`src/rtl/kernel_pkg.sv`:
```
// Shared definitions for the 7x7 window controller: kernel geometry, FSM states
// and the counter-width helper.
package kernel_pkg;

   localparam int unsigned KSIZE = 7;
   localparam int unsigned KHALF = 3;

   typedef enum logic [1:0] {
      StIdle,
      StRun,
      StFlush,
      StDone
   } state_e;

   // Bits needed to count 0..n-1, never less than one.
   function automatic int unsigned cnt_width(input int unsigned n);
      return (n <= 1) ? 1 : $clog2(n);
   endfunction

endpackage

```
`src/rtl/raster_counter.sv`:
```
// Raster column/row position counter. Advances one pixel per inc_i, wrapping the
// column at the row end and the row at the frame end; clr_i restarts at (0,0).
module raster_counter
   import kernel_pkg::*;
#(
   parameter int unsigned Width  = 8,
   parameter int unsigned Height = 8,
   parameter int unsigned CW     = cnt_width(Width),
   parameter int unsigned RW     = cnt_width(Height)
) (
   input  logic          clk_i,
   input  logic          rst_ni,
   input  logic          clr_i,
   input  logic          inc_i,
   output logic [CW-1:0] col_o,
   output logic [RW-1:0] row_o,
   output logic          eor_o,
   output logic          lrow_o
);

   localparam logic [CW-1:0] ColLast = CW'(Width - 1);
   localparam logic [RW-1:0] RowLast = RW'(Height - 1);

   logic [CW-1:0] col_q, col_d;
   logic [RW-1:0] row_q, row_d;

   assign eor_o  = (col_q == ColLast);
   assign lrow_o = (row_q == RowLast);
   assign col_o  = col_q;
   assign row_o  = row_q;

   // Next position: clear wins over increment; row wraps after the last pixel.
   always_comb begin
      col_d = col_q;
      row_d = row_q;
      if (clr_i) begin
         col_d = '0;
         row_d = '0;
      end else if (inc_i) begin
         if (eor_o) begin
            col_d = '0;
            row_d = lrow_o ? '0 : row_q + RW'(1);
         end else begin
            col_d = col_q + CW'(1);
         end
      end
   end

   // Position registers.
   always_ff @(posedge clk_i or negedge rst_ni) begin
      if (!rst_ni) begin
         col_q <= '0;
         row_q <= '0;
      end else begin
         col_q <= col_d;
         row_q <= row_d;
      end
   end

endmodule

```
`src/rtl/kernel7_window_ctrl.sv`:
```
// Frame sequencer for the 7x7 line-buffer window generator. Accepts a raster
// pixel stream, drives the line-buffer write enable and flags windows lying fully
// inside the image. Optional macro WIN_COORD_EN adds window-centre outputs.
module kernel7_window_ctrl
   import kernel_pkg::*;
#(
   parameter int unsigned IMG_Width  = 8,
   parameter int unsigned IMG_Height = 8,
   parameter int unsigned CW         = cnt_width(IMG_Width),
   parameter int unsigned RW         = cnt_width(IMG_Height)
) (
   input  logic          CLK,
   input  logic          CLR,
   input  logic          Start,
   input  logic          In_Valid,
   output logic          In_Ready,
   output logic          LB_WE,
   output logic          Win_Valid,
   input  logic          Out_Ready,
   output logic          Busy,
   output logic          Frame_Done
`ifdef WIN_COORD_EN
   ,
   output logic [RW-1:0] Win_Row,
   output logic [CW-1:0] Win_Col
`endif
);

   localparam logic [CW-1:0] ColFirst = CW'(KSIZE - 1);
   localparam logic [RW-1:0] RowFirst = RW'(KSIZE - 1);

   state_e        state_q, state_d;
   logic          win_valid_q, win_valid_d;
   logic          cnt_clr, accept, consume, qualify;
   logic          eor, lrow;
   logic [CW-1:0] col;
   logic [RW-1:0] row;

   raster_counter #(
      .Width  (IMG_Width),
      .Height (IMG_Height),
      .CW     (CW),
      .RW     (RW)
   ) u_raster_counter (
      .clk_i  (CLK),
      .rst_ni (CLR),
      .clr_i  (cnt_clr),
      .inc_i  (accept),
      .col_o  (col),
      .row_o  (row),
      .eor_o  (eor),
      .lrow_o (lrow)
   );

   // A held (unconsumed) window blocks new pixels so the line buffer stays frozen.
   assign In_Ready   = (state_q == StRun) && !(win_valid_q && !Out_Ready);
   assign LB_WE      = In_Valid && In_Ready;
   assign accept     = LB_WE;
   assign consume    = win_valid_q && Out_Ready;
   // Columns 0..5 never qualify, which suppresses windows wrapping a row edge.
   assign qualify    = accept && (row >= RowFirst) && (col >= ColFirst);
   assign Win_Valid  = win_valid_q;
   assign Busy       = (state_q != StIdle);
   assign Frame_Done = (state_q == StDone);

   // Frame FSM next-state and counter restart.
   always_comb begin
      state_d = state_q;
      cnt_clr = 1'b0;
      unique case (state_q)
         StIdle: begin
            if (Start) begin
               cnt_clr = 1'b1;
               state_d = StRun;
            end
         end
         StRun: begin
            if (accept && eor && lrow) state_d = StFlush;
         end
         StFlush: begin
            if (!win_valid_q || Out_Ready) state_d = StDone;
         end
         StDone: begin
            state_d = StIdle;
         end
         default: state_d = StIdle;
      endcase
   end

   // Window flag: a qualifying accept sets it, a consume without one clears it.
   always_comb begin
      win_valid_d = win_valid_q;
      if (qualify) begin
         win_valid_d = 1'b1;
      end else if (consume) begin
         win_valid_d = 1'b0;
      end
   end

   // FSM state and window flag registers.
   always_ff @(posedge CLK or negedge CLR) begin
      if (!CLR) begin
         state_q     <= StIdle;
         win_valid_q <= 1'b0;
      end else begin
         state_q     <= state_d;
         win_valid_q <= win_valid_d;
      end
   end

`ifdef WIN_COORD_EN
   logic [RW-1:0] win_row_q;
   logic [CW-1:0] win_col_q;

   assign Win_Row = win_row_q;
   assign Win_Col = win_col_q;

   // Window centre, captured with each new window and held under stall.
   always_ff @(posedge CLK or negedge CLR) begin
      if (!CLR) begin
         win_row_q <= '0;
         win_col_q <= '0;
      end else if (qualify) begin
         win_row_q <= row - RW'(KHALF);
         win_col_q <= col - CW'(KHALF);
      end
   end
`endif

endmodule

```
`config.mk`:
```
export PLATFORM = sky130hd
export DESIGN_NAME = kernel7_window_ctrl
export DESIGN_NICKNAME = d
export VERILOG_FILES = /design/src/rtl/kernel_pkg.sv /design/src/rtl/raster_counter.sv /design/src/rtl/kernel7_window_ctrl.sv
export SDC_FILE = /design/constraint.sdc
export NUM_CORES = 1
export LEC_CHECK = 0
export ABC_AREA = 1
export CORE_MARGIN = 3
export CORE_UTILIZATION = 30
export CTS_CLUSTER_DIAMETER = 30
export DETAILED_ROUTE_END_ITERATION = 16
export GPL_TIMING_DRIVEN = 0
export SYNTH_ARGS = -nofsm -noshare
export SYNTH_HDL_FRONTEND = slang
export SYNTH_SLANG_ARGS = --single-unit
```
`constraint.sdc`:
```
create_clock -name CLK -period 1.1 [get_ports CLK]
set_input_delay 0.33 -clock CLK [delete_from_list [all_inputs] [get_ports CLK]]
set_output_delay 0.33 -clock CLK [all_outputs]
set_load 0.03 [all_outputs]
```
==> impl_summary.txt <==
----------------------------------------------------
[Critical path]
  Worst setup path startpoint ... state_q[0]$_DFFE_PN0P_
  Capturing instance or port of the critical path ... LB_WE
  Critical path's largest stage delay ... 0.44 ns
  Worst setup slack for register-to-register paths ... -0.28 ns
  Startpoint-to-endpoint class of the critical path ... reg -> out
  Kind of end point of the critical path ... output pin
  Worst reg2reg endpoint ... u_raster_counter.row_o[0]$_DFFE_PN0P_
  Cell-by-cell listing of the critical path ... ha_4 > nand3_4 > clkinvlp_4 > buf_6
  Arrival @ worst endpoint ... 1.19 ns
  Required @ worst endpoint ... 0.77 ns
  Reg-to-Reg Start ... state_q[1]$_DFFE_PN0P_
  Number of cells on the worst reg-to-reg path ... 9
  Crit Path Max Fanout ... 3
  Crit start category ... flip-flop
  Highest-delay cell along the critical path ... dfrtp_2

[Global route]
  Number of global-route vias before repair ... 569
  Met2 GRT Util ... 21.1%
  Remaining global-route overflow ... 0
  Global-route wire length before repair ... 2380 um
  Initial antenna violation count ... 0
  Total Routing Usage GR ... 12.4%
  Pin count of the biggest net entering global routing ... 10
  Met1 track demand over resource in global routing ... 14.4%
  Met3 track demand over resource ... 3.56%
  Peak-usage layer in the global routing report ... met2

[Yosys]
  Leading post-synthesis cells by cell area ... dfrtp_1 37%, ha_1 19%, nand2_1 11%
  Number of distinct standard cells referenced by the synthesized netlist ... 18
  Count of state elements after synthesis ... 9
  Mean Syn Cell Area ... 8.60 um2
  Cell type with the largest total area after synthesis ... dfrtp_1
  Synthesis warning total ... 0
  Post-synthesis sequential area ratio ... 37.4%
  Summed instance area of the synthesized netlist ... 602 um2
  Fraction of post-synthesis cell area in the top cell type by area ... 37.4%
  Count of flip-flops with a built-in enable after synthesis ... 0
  Main synth FF type ... dfrtp_1
  Proportion of register bits with asynchronous set or reset after synthesis ... 100%
  Net count of the mapped netlist ... 84
  Count of mapped cells out of synthesis ... 70

[Clock tree]
  CTS root buffer ... clkbuf_4
  Hold buffers post-CTS ... 0
  Inserted Clock Buffers ... 3
  CTS tree ... built
  Max clock buf depth ... 2
  Clock transition at the register clock pins on the worst setup and hold paths after CTS ... 0.06 ns
  Clock sink total ... 9
  Number of levels the H-tree was split into ... 1
  Clock insertion delay at the later pin of the skew report ... 0.26 ns

[Detailed routing]
  Total routed wirelength ... 1370 um
  Count of unresolved DRC violations after routing ... 0
  Avg WL per Cell ... 11.3 um
  Routed via count divided by cell count ... 4.51
  Number of vias in the routed layout ... 550
  Initial detailed-routing violation count ... 0
  Post-route antenna net violation count ... 0
  Number of search-and-repair iterations in the first detailed-routing pass ... 1

[Layout]
  Commonest non-fill, non-tap cells in the layout ... 14 x nand2_1, 10 x buf_6, 9 x buf_4
  Finished Cell Area ... 0.00102 mm2
  Share of final-layout standard cells stronger than drive strength 1 ... 56.7%
  Util after Layout ... 56.7%
  Area Growth Syn to Fin ... 69.6%
  Most common cell after layout, fill and taps aside ... nand2_1
  Antenna diode count ... 0
  Total number of nets in the final design ... 112

[STA]
  Number of failing hold endpoints at the final stage ... 0
  Worst slew margin relative to its limit ... 71.5%
  Period minus WS final ... 1.52 ns
  Achievable Freq ... 0.657 GHz
  Final number of max-transition violations ... 0
  Number of setup violations in the final report ... 14
  Min setup slack post-route ... -0.422 ns
  Final critical-path share of the clock period ... 138%
  Slew of the pin with the lowest slew margin ... 0.426 ns
  Fin Setup TNS ... -3.44 ns
  Final clock skew ... 0.00682 ns
  RSZ-0062 raised after global routing ... true

[Floorplanning]
  Boundary Pins ... 10
  Die Span Y ... 50.8 um
  Core outline area ... 0.00180 mm2
  Die outline area ... 0.00258 mm2
  Row Count ... 15
  Initial cell density of the core ... 33.4%
  Chip Width ... 50.8 um

[Placed design]
  Dpl hpwl ... 879 um
  PortBufs ... 9
  Placed standard-cell area ... 801 um2
  Final weighted congestion of routability-driven global placement ... 0.690
  Pre-CTS setup slack ... -1.03 ns

[Run status]
  Run status ... finished, violations left
  Violations in the final reports ... setup timing

[Pwr]
  Power density over cell area ... 2600 mW/mm2
  Leakage power ... 0.000475 uW
  Total Power Consumption ... 2660 uW
  Largest voltage drop on the vdd net ... 1300 uV

[Flow run]
  Max-cap violation count ... 0

[Worst hold path]
  Tightest Hold Check Type ... in -> async

----------------------------------------------------
cell usage after synthesis (2+ instances only):
library cell   n
inv_2          2
nand2_1       17
nand2_4        2
dfrtp_1        9
nand3_1        5
o21ai_1        3
o21ai_0        2
ha_1           9
nor2_1         4
inv_1          9
worst min-delay path by stage:
stage / cells past startpoint / end / slack [ns]
2_1_floorplan: 0 / Win_Valid$_DFFE_PN0P_ / 0.03
3_3_place_gp: 2 / u_raster_counter.row_o[0]$_DFFE_PN0P_ / 0.53
3_5_place_dp: 2 / Win_Valid$_DFFE_PN0P_ / 0.55
4_1_cts: 1 / u_raster_counter.col_o[2]$_DFFE_PN0P_ / 0.38
5_1_grt: 1 / u_raster_counter.col_o[0]$_DFFE_PN0P_ / 0.40
6_report: 1 / u_raster_counter.col_o[2]$_DFFE_PN0P_ / 0.37
cells by family after synthesis:
family                     after synthesis  synth area share [%]
AOI/OAI and AO/OA                        9                  9.77
adders and majority gates                9                  18.7
buffers and inverters                   11                  6.86
DFF                                      9                  37.4
and+or+nand+nor                         32                  27.2
cell type report:
cell class              count  area [um2]
repair buffers             23         219
multi-input cells          50         459
well taps                  25        31.3
inverters                  11        57.6
clock buffers               4        26.3
fillers                   179         781
flip-flops and latches      9         228
metrics by stage:
step | hold slack (ns) | instances
floorplan | 0.0344 | 70
global placement | 0.535 | 104
detailed placement | 0.548 | 104
CTS | 0.382 | 119
global route | 0.399 | 122
finish | 0.370 | 122
layer usage:
metal,part of all wire [%],wire [um]
met1,44,600
met4,1.8,25
met3,3.6,50
met5,0,0
met2,51,698
sequential cells by signal, summed over array words and instances, names as in the netlist:
register                count
u_raster_counter.col_o      3
state_q                     2
Win_Valid                   1
u_raster_counter.row_o      3
worst max-delay path: cells and delay by family (launching register included):
family	cells	cell delay, ns
adders and majority gates	1	0.19
buffers and inverters	2	0.23
DFF	1	0.44
and+or+nand+nor	1	0.08
timing repair:
action	CTS	global route
setup buffers	11	6
endpoints found under the setup margin	14	14
resized for setup	55	9
pin swaps	10	8
where the power goes:
| part | internal (uW) | total, uW | switching (uW) |
|---|---|---|---|
| logic | 887 | 1790 | 902 |
| registers | 468 | 613 | 145 |
| clock network | 140 | 254 | 114 |
Note: power is estimated with default switching activity, not from simulation.
==> variant 1: new RTL, same flow settings <==
The option `WIN_COORD_EN` is turned on by a define.
--- a/src/rtl/kernel7_window_ctrl.sv
+++ b/src/rtl/kernel7_window_ctrl.sv
@@ -2,4 +2,6 @@
 // pixel stream, drives the line-buffer write enable and flags windows lying fully
 // inside the image. Optional macro WIN_COORD_EN adds window-centre outputs.
+`define WIN_COORD_EN
+
 module kernel7_window_ctrl
    import kernel_pkg::*;
Formal check against the unedited RTL (old outputs only; new: Win_Col and Win_Row): equivalent (Yosys induction, for registers that start in step).
==> variant 1 against the unedited design <==
The flow still finishes with violations (negative setup slack); sequential cell count increased by 6; core utilization increased by 2.3 points; critical path depth increased by 1; routed wire length increased by 60%; total power increased by 17%; register-to-register slack got worse by 100 ps; worst setup slack got worse by 42 ps; area after synthesis increased by 45%; final area increased by 51%; largest cell class unchanged.
==> variant 1: results (changes against the unedited design) <==
STA
  • Layout Skew: 0.4342 ps (was 6.824 ps)
  • Sum Neg Setup Slack: -6780 ps (was -3445 ps)
  • Final Setup Violations: 26 (was 14)
  • Slew Limit Headroom: 55.35% (was 71.48%)
  • Final setup margin: -463.7 ps (was -421.6 ps)
  • Final Hold Slack: 375.1 ps (was 370.3 ps)
  • Hold Vio Cnt, Final: 0 (unchanged)

Pwr
  • Leakage: 0.7601 nW (was 0.4746 nW)
  • Switching share of total power: 40.96% (was 43.73%)
  • Clk pwr share: 9.9% (was 9.6%)
  • Max IR drop VDD: 1.430 mV (was 1.304 mV)
  • Reg power frac: 25.4% (was 23.1%)

Detailed routing
  • Routed WL: 2.195 mm (was 1.374 mm)
  • Metal3 WL: 79 um (was 50 um)
  • Met1 WL: 829 um (was 600 um)
  • WL/cell: 12.69 um (was 11.26 um)
  • Met2 WL: 1.276 mm (was 698 um)
  • Via count: 797 (was 550)
  • DR pass1 iterations: 2 (was 1)

Yosys
  • Area contributors post-synth: dfrtp_1, ha_1, nand2_1, o21ai_2, nand3_1 (was dfrtp_1, ha_1, nand2_1, inv_1, nand3_1)
  • Synth Area in Adders: 14.37% (was 18.71%)
  • Compound-Gate Fraction of Synth Area: 9.626% (was 9.771%)
  • Synth Net Count: 110 (was 84)
  • Top FF cell, synth: dfrtp_1 (unchanged)
  • Synth top cells by count: nand2_1, dfrtp_1, ha_1, inv_1, nand3_1 (unchanged)
  • Post-synth cell types: 17 (was 18)
  • Synth Instances: 95 (was 70)
  • Seq/Total Area, Yosys: 43.10% (was 37.42%)

Setup path
  • FF-to-FF setup slack: -380 ps (was -280 ps)
  • Reg2Reg Capture Point: Win_Col[0] (was u_raster_counter.row_o[0])
  • CP Data Arrival Time: 1230 ps (was 1190 ps)
  • FF-to-FF path depth: 10 (was 9)

Global routing
  • Largest net degree at the start of global routing: 16 (was 10)
  • First-pass GRT wire length: 3.532 mm (was 2.380 mm)
  • Met1 Use GR: 14.53% (was 14.42%)
  • M2 GR Usage: 24.69% (was 21.09%)

Place
  • DP Area: 1106 um2 (was 800.8 um2)
  • IO buf count: 15 (was 9)
  • Gpl congestion: 0.7694 (was 0.6895)
  • Dpl ws: -1050 ps (was -1031 ps)
  • Placed Cells incl. Taps: 140 (was 104)

Worst hold path
  • Min-delay worst type: in2reg (was in2async)

Status
  • Status: finished, violations left (unchanged)
  • Failing checks: negative setup slack (unchanged)

Layout
  • Layout cells sized above 1: 59.44% (was 56.70%)
  • Nets: 159 (was 112)

CTS
  • Clock transition at path regs: 80 ps (was 60 ps)
variant 1: changes by cell type after synthesis, moves of 3 or more:
cell and delta:
dfrtp_1 +6, nand2_1 +5, nand2_2 +3, nand3_1 +3
o21ai_0 +3, o21ai_1 -3, o21ai_2 +5
variant 1: critical path: stages, from the launching register on:
cell,delay (ps)
dfrtp_1,410
inv_2,110
ha_4,160
nand3_4,90
inv_8,70
buf_6,120
variant 1: layout make-up:
| type | count | area, um2 |
|---|---|---|
| plain buffers | 1 | 15.01 |
| clock buffers | 4 | 26.28 |
| fillers | 231 | 1072 |
| inverters | 12 | 62.56 |
| multi-input cells | 67 | 581.8 |
| flip-flops and latches | 15 | 377.9 |
| well taps | 30 | 37.54 |
| repair buffers | 44 | 439.2 |
variant 1: timing repair:
item	CTS	global route
cloned	1	0
resized for setup	94	23
setup endpoints to repair	26	26
endpoints found under the hold margin	0	0
buffers inserted	18	10
pin swaps	7	11
==> variant 2: new RTL, config.mk and constraints unchanged <==
Without the edit above. Encoding of `state_e`: now Gray code (2 bits for 4 states).
--- a/src/rtl/kernel_pkg.sv
+++ b/src/rtl/kernel_pkg.sv
@@ -7,8 +7,8 @@
 
    typedef enum logic [1:0] {
-      StIdle,
-      StRun,
-      StFlush,
-      StDone
+      StIdle  = 2'b00,
+      StRun   = 2'b01,
+      StFlush = 2'b11,
+      StDone  = 2'b10
    } state_e;
 
Function: no difference found for any inputs over 10 cycles, from zero or initial values; not proved beyond that.
==> variant 2 against the unedited design <==
The flow still finishes with violations (negative setup slack); synthesized cell count up 1.4%; final area down 2.9%; routed wire length up 13%; via count unchanged; worst hold slack better by 15 ps; count of clock-buffer cells in the layout unchanged; area after synthesis down 3.5%; worst setup slack better by 50 ps; clock skew up 2.9 ps; sequential cell count unchanged; critical path type unchanged; highest routed layer is now met3.
Power is not compared: it rests on default switching activity, and its combinational part moved more than twofold at a synthesized area within 25%.
==> variant 2: results (changes against the unedited design) <==
Status
  • Status: finished, violations left (unchanged)
  • Failing checks: negative setup slack (unchanged)

Setup path
  • FF-to-FF path depth: 8 (was 9)
  • Crit path max fanout: 4 (was 3)
  • Reg2Reg Capture Point: u_raster_counter.row_o[1] (was u_raster_counter.row_o[0])
  • FF-to-FF setup slack: -190 ps (was -280 ps)
  • CP Data Arrival Time: 1140 ps (was 1190 ps)
  • Reg2reg start: state_q[1] (unchanged)

STA
  • Final Setup Violations: 12 (was 14)
  • Slew Limit Headroom: 69.59% (was 71.48%)
  • Final setup margin: -371.4 ps (was -421.6 ps)
  • Final Hold Slack: 384.9 ps (was 370.3 ps)
  • Layout Skew: 9.696 ps (was 6.824 ps)

Layout
  • Nets: 108 (was 112)
  • # diodes: 0 (unchanged)
  • Layout cells sized above 1: 55.67% (was 56.70%)
  • Final non-filler cell total: 122 (unchanged)

CTS
  • Clock transition at path regs: 70 ps
  • # Post-CTS Setup Buffers: 9 (was 11)
  • Htree depth: 1 (unchanged)
  • CTS Buffer Depth: 2 (unchanged)
  • PostCTS Resize Cnt: 53 (was 55)
  • Worst skew pair latency: 260 ps (about the same)
  • CTS root buffer: clkbuf_4 (unchanged)
  • Num CTS Buffers: 3 (unchanged)

Detailed routing
  • Starting DRC count in detailed routing: 8 (was 0)
  • Vias per std cell: 4.508 (unchanged)
  • DR pass1 iterations: 4 (was 1)
  • Routed WL: 1.557 mm (was 1.374 mm)

Yosys
  • Post-synth cell types: 18 (unchanged)
  • Seq/Total Area, Yosys: 38.79% (was 37.42%)
  • Synth Area in XOR/XNOR: 0% (unchanged)
  • Compound-Gate Fraction of Synth Area: 6.034% (was 9.771%)
  • Synth top cells by count: nand2_1, inv_1, dfrtp_1 (was nand2_1, dfrtp_1, ha_1, inv_1, nand3_1)
  • Synth Instances: 71 (was 70)
  • Synth Area in Adders: 10.78% (was 18.71%)
  • Area contributors post-synth: dfrtp_1, ha_1, nand2_1, nand2_4, inv_1 (was dfrtp_1, ha_1, nand2_1, inv_1, nand3_1)
  • Asr flop ratio synth: 100.0% (unchanged)
  • Post-synthesis mux area share: 0% (unchanged)
  • Synth Warn #: 0 (unchanged)
  • Synth Net Count: 81 (was 84)

Pwr
  • Max IR drop VDD: 0.7369 mV
  • Leakage: 0.4770 nW

Global routing
  • Initial antenna violation count: 0 (unchanged)
  • Vias in the first global route: 569 (unchanged)
  • Total GRT Usage: 13.86% (was 12.42%)
  • Largest net degree at the start of global routing: 10 (unchanged)
  • First-pass GRT wire length: 2.525 mm (was 2.380 mm)

Worst hold path
  • Min-delay worst type: in2async (unchanged)

Place
  • DP Area: 772.0 um2 (was 800.8 um2)
  • Gpl congestion: 0.7235 (was 0.6895)
  • IO buf count: 9 (unchanged)
  • Detail Placement HPWL: 864.6 um (was 878.7 um)
variant 2: layout make-up:
type	count	area, um2
well taps	25	31.28
inverters	14	65.06
multi-input cells	48	432.9
repair buffers	22	206.4
clock buffers	4	26.28
fillers	158	792.0
flip-flops and latches	9	229.0
variant 2: routing by layer:
metal,track usage [%],routed length (um),vias to the layer above
li1,-,-,275
met5,0,0,-
met1,12.50,561,264
met2,28.70,917,11
met4,2.765,0,0
met3,4.532,78,0
variant 2: critical path, cell delays in order (launching register included):
cell and delay [ps]:
dfrtp_2 450, buf_4 160, nor2_4 110, inv_2 40
buf_6 130
variant 2: how the worst max path moves through the flow:
stage          slack [ps]  endpoint  cells past startpoint  startpoint
2_1_floorplan        -170  In_Ready                      3   Win_Valid
3_3_place_gp        -1030  In_Ready                      6   Out_Ready
3_5_place_dp        -1050  In_Ready                      6   Out_Ready
4_1_cts              -360     LB_WE                      5  state_q[0]
5_1_grt              -410     LB_WE                      4  state_q[1]
6_report             -370      Busy                      4  state_q[1]
variant 2: through the flow:
step / power, W / utilization [%] / TNS (ps) / setup slack (ps)
finish: 0.001531 / 55.58 / -2532 / -371.4
global route: 0.001672 / 55.58 / -3057 / -411.7
CTS: 0.001435 / 52.49 / -2317 / -364.1
detailed placement: 0.001029 / 43.30 / -6177 / -1049
global placement: 0.0009948 / 43.30 / -6001 / -1030
floorplan: 0.0008934 / - / -443.3 / -171.1
variant 2: cell families (layout without fill, tap and decap cells):
group                      count (synthesis)  in the layout
AOI/OAI and AO/OA                          7              7
adders and majority gates                  5              5
buffers and inverters                     14             40
DFF                                        9              9
and+or+nand+nor                           36             36
variant 2: power by group:
group	internal (W)	leakage, nW	switching, W
logic	0.000398	0.353	0.000347
registers	0.000427	0.109	0.000104
clock network	0.000139	0.0150	0.000116
